**src/rtl/vision_frame_seq.sv**
```systemverilog
// vision_frame_seq: frame-level sequencer for the connected-component vision core.
// Fetches each row from line memory one word at a time, hands the full row to the core,
// steps through ROWS rows and latches the centroid results on core_stop.
// Optional watchdog abort: define VISION_SEQ_WDOG_EN.
module vision_frame_seq #(
  parameter int unsigned LINE_W      = 320,
  parameter int unsigned WORD_W      = 32,
  parameter int unsigned ROWS        = 240,
  parameter int unsigned ADDR_W      = 12,
  parameter int unsigned WDOG_CYCLES = 2048
) (
  input  logic              clk,
  input  logic              rst_n,
  input  logic              frame_start,
  output logic              busy,
  output logic              rd_req,
  output logic [ADDR_W-1:0] rd_addr,
  input  logic [WORD_W-1:0] rd_data,
  input  logic              rd_valid,
  output logic              core_clr_n,
  output logic [LINE_W-1:0] core_line,
  output logic              core_start,
  input  logic              core_data_update,
  input  logic              core_stop,
  input  logic [16:0]       core_four,
  input  logic [16:0]       core_o,
  input  logic [16:0]       core_six,
  output logic [16:0]       res_four,
  output logic [16:0]       res_o,
  output logic [16:0]       res_six,
  output logic              result_valid,
  output logic              err
);

  localparam int unsigned WORDS     = LINE_W / WORD_W;
  localparam int unsigned WORD_BITS = (WORDS > 1) ? $clog2(WORDS) : 1;

  typedef enum logic [2:0] {
    StIdle, StClear, StFetch, StKick, StWait, StResult, StAbort
  } state_e;

  state_e              state_q, state_d;
  logic [7:0]          row_q, row_d;
  logic [WORD_BITS-1:0] word_q, word_d;
  logic                pend_q, pend_d;
  logic                clr_cnt_q, clr_cnt_d;
  logic [LINE_W-1:0]   line_q, line_d;
  logic [16:0]         four_q, four_d, o_q, o_d, six_q, six_d;
  logic                rd_req_q, rd_req_d;
  logic [ADDR_W-1:0]   rd_addr_q, rd_addr_d;
  logic                core_clr_n_q, core_clr_n_d;
  logic                issue;
  logic                wdog_hit;

`ifdef VISION_SEQ_WDOG_EN
  localparam int unsigned WDOG_W = (WDOG_CYCLES > 1) ? $clog2(WDOG_CYCLES) : 1;

  logic [WDOG_W-1:0] wdog_q;
  logic              err_q;
  logic              wdog_run;
  logic              wdog_kick;

  assign wdog_run  = (state_q == StFetch) || (state_q == StWait);
  assign wdog_kick = rd_valid || core_data_update || core_stop;
  assign wdog_hit  = wdog_run && !wdog_kick && (wdog_q == WDOG_W'(WDOG_CYCLES - 1));
  assign err       = err_q;

  // Watchdog: counts idle cycles in FETCH/WAIT, restarts on any memory or core event.
  always_ff @(posedge clk or negedge rst_n) begin
    if (!rst_n) begin
      wdog_q <= '0;
      err_q  <= 1'b0;
    end else begin
      err_q <= wdog_hit;
      if (wdog_run && !wdog_kick && !wdog_hit) begin
        wdog_q <= wdog_q + 1'b1;
      end else begin
        wdog_q <= '0;
      end
    end
  end
`else
  assign wdog_hit = 1'b0;
  assign err      = 1'b0;
`endif

  // State and datapath registers.
  always_ff @(posedge clk or negedge rst_n) begin
    if (!rst_n) begin
      state_q      <= StIdle;
      row_q        <= '0;
      word_q       <= '0;
      pend_q       <= 1'b0;
      clr_cnt_q    <= 1'b0;
      line_q       <= '0;
      four_q       <= '0;
      o_q          <= '0;
      six_q        <= '0;
      rd_req_q     <= 1'b0;
      rd_addr_q    <= '0;
      core_clr_n_q <= 1'b0;
    end else begin
      state_q      <= state_d;
      row_q        <= row_d;
      word_q       <= word_d;
      pend_q       <= pend_d;
      clr_cnt_q    <= clr_cnt_d;
      line_q       <= line_d;
      four_q       <= four_d;
      o_q          <= o_d;
      six_q        <= six_d;
      rd_req_q     <= rd_req_d;
      rd_addr_q    <= rd_addr_d;
      core_clr_n_q <= core_clr_n_d;
    end
  end

  // Next-state and datapath updates.
  always_comb begin
    state_d   = state_q;
    row_d     = row_q;
    word_d    = word_q;
    pend_d    = pend_q;
    clr_cnt_d = 1'b0;
    line_d    = line_q;
    four_d    = four_q;
    o_d       = o_q;
    six_d     = six_q;
    rd_req_d  = 1'b0;
    rd_addr_d = rd_addr_q;
    issue     = 1'b0;

    unique case (state_q)
      StIdle: begin
        if (frame_start) state_d = StClear;
      end
      StClear: begin
        clr_cnt_d = 1'b1;
        if (clr_cnt_q) begin
          state_d = StFetch;
          row_d   = '0;
          word_d  = '0;
          pend_d  = 1'b0;
        end
      end
      StFetch: begin
        if (!pend_q) begin
          issue = 1'b1;
        end else if (rd_valid) begin
          line_d[word_q*WORD_W +: WORD_W] = rd_data;
          pend_d = 1'b0;
          if (word_q == WORD_BITS'(WORDS - 1)) begin
            state_d = StKick;
          end else begin
            // Issue the next word in the same cycle to keep one read per (1 + latency).
            word_d = word_q + 1'b1;
            issue  = 1'b1;
          end
        end
      end
      StKick: begin
        state_d = StWait;
      end
      StWait: begin
        if (core_stop) begin
          four_d  = core_four;
          o_d     = core_o;
          six_d   = core_six;
          state_d = StResult;
        end else if (core_data_update) begin
          // Saturate on a protocol violation so the last row is simply refetched.
          if (row_q != 8'(ROWS - 1)) row_d = row_q + 1'b1;
          word_d  = '0;
          state_d = StFetch;
        end
      end
      StResult: begin
        state_d = StIdle;
      end
      StAbort: begin
        clr_cnt_d = 1'b1;
        if (clr_cnt_q) state_d = StIdle;
      end
      default: state_d = StIdle;
    endcase

    if (wdog_hit) begin
      state_d = StAbort;
      issue   = 1'b0;
      pend_d  = 1'b0;
    end

    if (issue) begin
      rd_req_d  = 1'b1;
      pend_d    = 1'b1;
      rd_addr_d = ADDR_W'(row_q * WORDS + word_d);
    end

    // Registered clear tracks the state being entered, so it is low exactly while in it.
    core_clr_n_d = !((state_d == StClear) || (state_d == StAbort));
  end

  // State-decoded outputs.
  always_comb begin
    busy         = 1'b0;
    core_start   = 1'b0;
    result_valid = 1'b0;
    unique case (state_q)
      StClear, StFetch, StWait: busy = 1'b1;
      StKick: begin
        busy       = 1'b1;
        core_start = 1'b1;
      end
      StResult: result_valid = 1'b1;
      default: ;
    endcase
  end

  assign rd_req     = rd_req_q;
  assign rd_addr    = rd_addr_q;
  assign core_clr_n = core_clr_n_q;
  assign core_line  = line_q;
  assign res_four   = four_q;
  assign res_o      = o_q;
  assign res_six    = six_q;

endmodule
```
**config.mk**
```make
export PLATFORM = sky130hd
export DESIGN_NAME = vision_frame_seq
export DESIGN_NICKNAME = d
export VERILOG_FILES = /design/src/rtl/vision_frame_seq.sv
export SDC_FILE = /design/constraint.sdc
export NUM_CORES = 1
export LEC_CHECK = 0
export CAP_MARGIN = 40
export CORE_ASPECT_RATIO = 1.75
export CORE_MARGIN = 1.5
export CORE_UTILIZATION = 45
export CTS_BUF_LIST = sky130_fd_sc_hd__clkbuf_8
export CTS_CLUSTER_DIAMETER = 100
export CTS_CLUSTER_SIZE = 14
export DETAILED_ROUTE_END_ITERATION = 10
export HOLD_SLACK_MARGIN = 0.08
export PLACE_DENSITY_LB_ADDON = 0.1
export SYNTH_ARGS = -nofsm -noshare
export SYNTH_HDL_FRONTEND = slang
export SYNTH_SLANG_ARGS = --single-unit
```
**constraint.sdc**
```tcl
create_clock -name clk -period 3 [get_ports clk]
set_input_delay 0.3 -clock clk [delete_from_list [all_inputs] [get_ports clk]]
set_output_delay 0.3 -clock clk [all_outputs]
set_load 0.02 [all_outputs]
```
# ---- Word level (Yosys, flattened, before mapping)
# Cells that the tools add are included.
dict set report word_totals {
  register_bits 402
  input_bits 89
  output_inout_bits 389
  word_cells 81
}
dict set report op_classes {
  add_sub_neg 4
  n_mul 1
  n_eq_ne 15
  shift 2
  mux 36
  n_reduce_logical 11
}
# operator n
set op_table {}
lappend op_table {{$bwmux W320} 1}
lappend op_table {{$shift A32 B34 Y320 const A} 1}
lappend op_table {{$shiftx A32 B34 Y320} 1}
lappend op_table {{$neg A9 Y34} 1}
lappend op_table {{$mux W8} 4}
lappend op_table {{$mux W3} 8}
lappend op_table {{$mux W4} 6}
lappend op_table {{$pmux W3 S6} 1}
lappend op_table {{$pmux W8 S2} 1}
lappend op_table {{$mux W1} 13}
lappend op_table {{$add A12 B4 Y12} 1}
lappend op_table {{$eq A3 B3 Y1 const B} 4}
lappend op_table {{$pmux W4 S3} 1}
lappend op_table {{$mul A8 B3 Y11 const B} 1}
lappend op_table {{$add A8 B1 Y8 const B} 1}
lappend op_table {{$ne A2 B2 Y1 const B} 4}
lappend op_table {{$ne A8 B8 Y1 const B} 1}
lappend op_table {{$eq A3 B1 Y1 const B} 2}
lappend op_table {{$eq A3 B2 Y1 const B} 2}
lappend op_table {{$reduce_and A5 Y1} 1}
lappend op_table {{$add A4 B1 Y4 const B} 1}
lappend op_table {{$eq A4 B4 Y1 const B} 1}
lappend op_table {{$reduce_and A2 Y1} 2}
lappend op_table {{$reduce_or A4 Y1} 1}
lappend op_table {{other kinds (9)} 9}

# ---- Logic depth before layout (Yosys ltp)
dict set report logic_depth {
  ltp_word 8
  mapped_depth 13
}

# ---- Worst setup path after synthesis
# OpenSTA, ideal clock, no wires.
dict set report synth_timing {
  path_kind {reg-to-reg}
  start {register word_q[0]}
  end {register rd_addr_q[10], in the netlist rd_addr[10]}
  setup_ps 82
  arrival_ps 2961
  required_ps 2918
  setup_slack_ps -43
  stages_incl_launch_ff 13
  cell_sequence {dfrtp_1 -> clkbuf_1 -> inv_1 -> ha_1 -> clkbuf_1 -> nand3_1 -> o21ai_0 -> ha_1 -> a21oi_1 -> o31ai_1 -> nand4_1 -> or4_1 -> a31oi_1}
}
dict set report synth_via {
  elab_chain_len 6
}
# element line
set synth_lines {}
lappend synth_lines {{start: declaration} 44} ;# logic [WORD_BITS-1:0] word_q, word_d;
lappend synth_lines {{start signal: assignment} 105} ;# word_q <= word_d;
lappend synth_lines {{$add A4 B1 Y4 / $eq A4 B4 Y1 (equally long branches)} {156, 152}}
lappend synth_lines {{$mux W4 *} 152} ;# if (word_q == WORD_BITS'(WORDS - 1)) begin
lappend synth_lines {{$mux W4 *} 149} ;# end else if (rd_valid) begin
lappend synth_lines {{$mux W4 *} 147} ;# if (!pend_q) begin
lappend synth_lines {{$pmux W4 S3 *} 133} ;# unique case (state_q)
lappend synth_lines {{named net word_d[1]} 44}
lappend synth_lines {{$add A12 B4 Y12 *} 196} ;# rd_addr_d = ADDR_W'(row_q * WORDS + word_d);
lappend synth_lines {{end signal: assignment} 113} ;# rd_addr_q <= rd_addr_d;
lappend synth_lines {{end: declaration} 50} ;# logic [ADDR_W-1:0] rd_addr_q, rd_addr_d;
# The timed path passes the listed nets; every way through them passes the cells marked *.
# A chain may end at the register's enable or synchronous reset.

# ---- Worst setup path after layout
dict set report layout_timing {
  start {register state_q[0]}
  end {register rd_addr_q[10], in the netlist rd_addr[10]}
}
dict set report layout_via {
  elab_chain_len 3
}
# element line
set layout_lines {}
lappend layout_lines {{start: declaration} 42} ;# state_e state_q, state_d;
lappend layout_lines {{start signal: assignment} 90} ;# state_q <= StIdle;
lappend layout_lines {{start signal: assignment} 103} ;# state_q <= state_d;
lappend layout_lines {{$eq A3 B3 Y1 (tied with other cells)} 133}
lappend layout_lines {{$pmux W4 S3 *} 133}
lappend layout_lines {{named net word_d[3]} 44}
lappend layout_lines {{$add A12 B4 Y12 *} 196}
# Marks and branches as above.

==> key figures <==
Drt
  – Antenna-violating nets left: 0
  – WL final: 49.5 mm
  – Via density: 5.25
  – Wirelength per Cell: 20.7 um
  – DRC Markers: 0
  – DRT Pass-1 Iters: 7
  – Vias: 12.6k
  – Iter 0 DRT Violations: 587

Timing
  – Setup Skew: 0.0402 ns
  – Max_slew headroom: 0.527
  – Final Cycle Share: 0.959
  – Fmax: 0.348 GHz
  – Final hold violations: 0
  – Final setup viols: 0
  – Worst-Margin Slew: 0.710 ns
  – Final Slew Violations: 0
  – Fin crit period: 2.88 ns

Power
  – Lkg Pwr: 10.2 nW
  – PD cells: 951 mW/mm2
  – Post-route total power: 21.6 mW
  – VDD IR max: 0.610 mV

Clock tree
  – CTS Buffer Depth: 3
  – Num CTS Buffers: 34
  – Skew-Pair Late Insertion Delay: 0.59 ns
  – Depth of the CTS H-tree: 2
  – Clock root buffer: clkbuf_8
  – CTS sink cnt: 402
  – Clock transition at path regs: 0.09 ns
  – CTS tree: built

Critical path
  – R2R cell count: 11
  – Worst-path cell chain: nand2b_1 > or3_4 > and2_1 > o21ai_1 > o41ai_2 > ha_1 > inv_1 > o31ai_4 > nand4_1 > or4_1 > a31oi_1
  – Crit path kind: flip-flop to flip-flop
  – Crit end category: flip-flop
  – Crit Path Max Fanout: 3
  – Slowest CP cell: or4_1
  – Bufs and invs on worst path: 1
  – CP Launch Type: flip-flop
  – Worst path max stage delay: 0.48 ns
  – Delay-heaviest family, CP: simple AND/OR/NAND/NOR gates
  – Critical path arrival: 3.38 ns
  – Levels on crit path: 11
  – CP required: 3.51 ns

Cells and area
  – Layout cell share with drive strength beyond 1: 0.151
  – # nets final: 2034
  – Area Growth Syn to Fin: 37.0%
  – Final Non-Filler Cells: 2395
  – Fillers: 3033

Global routing
  – Number of global-route vias before repair: 13.0k
  – Largest net degree at the start of global routing: 87
  – Overflow after GRT: 0
  – Global Route Usage Sum: 0.261
  – Initial antenna violation count: 2
  – Global-route wire length before repair: 75.9 mm

Yosys
  – Synth unique cells: 65
  – Post-synth EDFFs: 0
  – Synth Register Bits: 402
  – Synth top area share: 0.607
  – Post-Syn Nets: 1547
  – Largest cells by area after synthesis: dfrtp_1 61%, mux2_2 10%, nand2_1 7.4%
  – Synth Flop Type: dfrtp_1
  – Mapped cell area: 0.0166 mm2
  – Cells after Synth: 1434
  – Seq/Total Area, Yosys: 0.607
  – Dominant cell type by area after synthesis: dfrtp_1
  – Synthesis Warnings: 0
  – Average cell area after synthesis: 11.6 um2
  – Ys async rst share: 1.00

Floorplanning
  – Core Footprint: 0.0361 mm2
  – FP Rows: 92
  – Die Ht: 257 um
  – Die ar.: 0.0380 mm2
  – Die W: 148 um
  – Initial Utilization: 0.458
  – Boundary pin count: 478

Min path
  – Type of the most critical hold path: primary input to flip-flop
  – Hold path depth: 2

Place
  – Placed insts: 2353
  – HPWL after DPL: 37.0 mm
  – Final Wtd Congestion: 0.842
  – Port Buffers: 476

Run
  – Number of max-cap violations: 0

Status
  – Outcome: completed
cell usage after synthesis (all sizes together), types with 2 or more instances:
cell type / instances
o21ai: 154
fa: 2
xor2: 5
nor4: 4
inv: 13
nand3b: 3
nor2: 34
and3: 5
and2: 37
nand3: 38
o211ai: 3
a31oi: 4
or2: 2
o21a: 2
nand2: 326
mux2i: 3
nor2b: 2
o211a: 2
nor3: 7
nor3b: 3
a21oi: 16
nand2b: 7
a211oi: 2
a22o: 2
or3: 2
clkbuf: 60
buf: 26
nand4: 7
ha: 22
xnor2: 10
dfrtp: 402
mux2: 173
a21o: 2
or4: 2
o31ai: 35
flip-flops by register name, summed over array words and instances, names as in the netlist:
signal / count
row_q: 8
pend_q: 1
res_six: 17
core_clr_n: 1
res_o: 17
rd_addr: 12
core_line: 320
res_four: 17
rd_req: 1
word_q: 4
state_q: 3
clr_cnt_q: 1
kinds of logic (layout without fill, tap and decap cells):
logic type / Yosys count / in the layout / synth area share
muxes: 176 / 176 / 0.123
adders and majority gates: 24 / 24 / 0.0190
buffers and inverters: 99 / 588 / 0.0282
DFF: 402 / 402 / 0.607
AOI/OAI and AO/OA: 234 / 234 / 0.0821
xor gates and xnor gates: 15 / 15 / 0.00838
and+or+nand+nor: 483 / 483 / 0.132
other: 1 / 3 / 0.000226
routing by layer:
layer / routed length, um / GRT usage / share of wire
met2: 24900 / 0.449 / 0.50
met4: 2760 / 0.137 / 0.056
met5: 0 / 0 / 0
met3: 3420 / 0.0628 / 0.069
met1: 18400 / 0.299 / 0.37
per-stage QoR:
stage | area [um2] | setup slack, ns | util | hold WS, ns | setup TNS [ns]
after CTS | 22700 | 0.0227 | 0.627 | 0.285 | 0
after detailed placement | 22100 | -0.479 | 0.611 | 0.365 | -2.31
after global routing | 22700 | -0.0150 | 0.628 | 0.303 | -0.0150
final | 22700 | 0.124 | 0.628 | 0.319 | 0
after floorplan | 16600 | 0.0499 | - | 0.00441 | 0
after global placement | 22100 | -0.383 | 0.611 | 0.358 | -1.55
worst reg2reg max path: cells and delay by family (launching register included):
kind | cells | cell delay (ns)
buffers and inverters | 1 | 0.08
adder cells (fa/ha/maj) | 1 | 0.31
AND/OR/NAND/NOR | 5 | 1.34
flip-flops | 1 | 0.40
AO/OA/AOI/OAI | 4 | 0.68
what timing repair did:
action                                  4_1_cts  5_1_grt
gates cloned                                  0        0
pin swaps                                     1        6
endpoints found under the setup margin        2        5
hold buffers                                  1        0
endpoints found under the hold margin        77        0
buffers inserted                              1        0
gates resized for setup                       5        8
layout by cell type (no fill, tap or decap), types with 7 or more instances in the layout:
cell	instances
mux2_4	14
o31ai_1	34
buf_12	8
mux2_1	10
ha_1	22
mux2_2	149
buf_4	51
a21oi_1	13
nand2b_1	7
and2_1	36
nor2_1	31
xnor2_1	10
dfrtp_1	402
inv_1	13
clkbuf_8	37
nand2_1	325
clkdlybuf4s50_1	475
o21ai_0	150
nand3_1	37
final timing paths:
kind	to	from	slack, ns
max	rd_addr[10]	state_q[0]	0.12
min	res_four[12]	core_four[12]	0.32
max reg2reg	rd_addr[10]	state_q[0]	0.12
min reg2reg	core_line[20]	core_line[20]	0.47
max in group asynchronous	core_line[282]	rst_n	1.71
min in group asynchronous	core_line[168]	rst_n	0.33
power by group:
part	switching (mW)	total, mW	internal, mW
registers	1.02	8.11	7.09
logic	5.86	10.5	4.68
clock network	1.75	2.94	1.19
total	8.63	21.6	13.0
final cells by class:
cell class | instances | area (um2) | area share
well taps | 470 | 588 | 0.0259
clock buffers | 37 | 509 | 0.0224
multi-input cells | 933 | 6120 | 0.270
inverters | 13 | 48.8 | 0.00215
clock inverters | 1 | 30.0 | 0.00132
repair buffers | 537 | 5340 | 0.235
diodes | 2 | 5.00 | 0.000220
flip-flops and latches | 402 | 10100 | 0.443
Note: power is estimated with default switching activity, not from simulation.
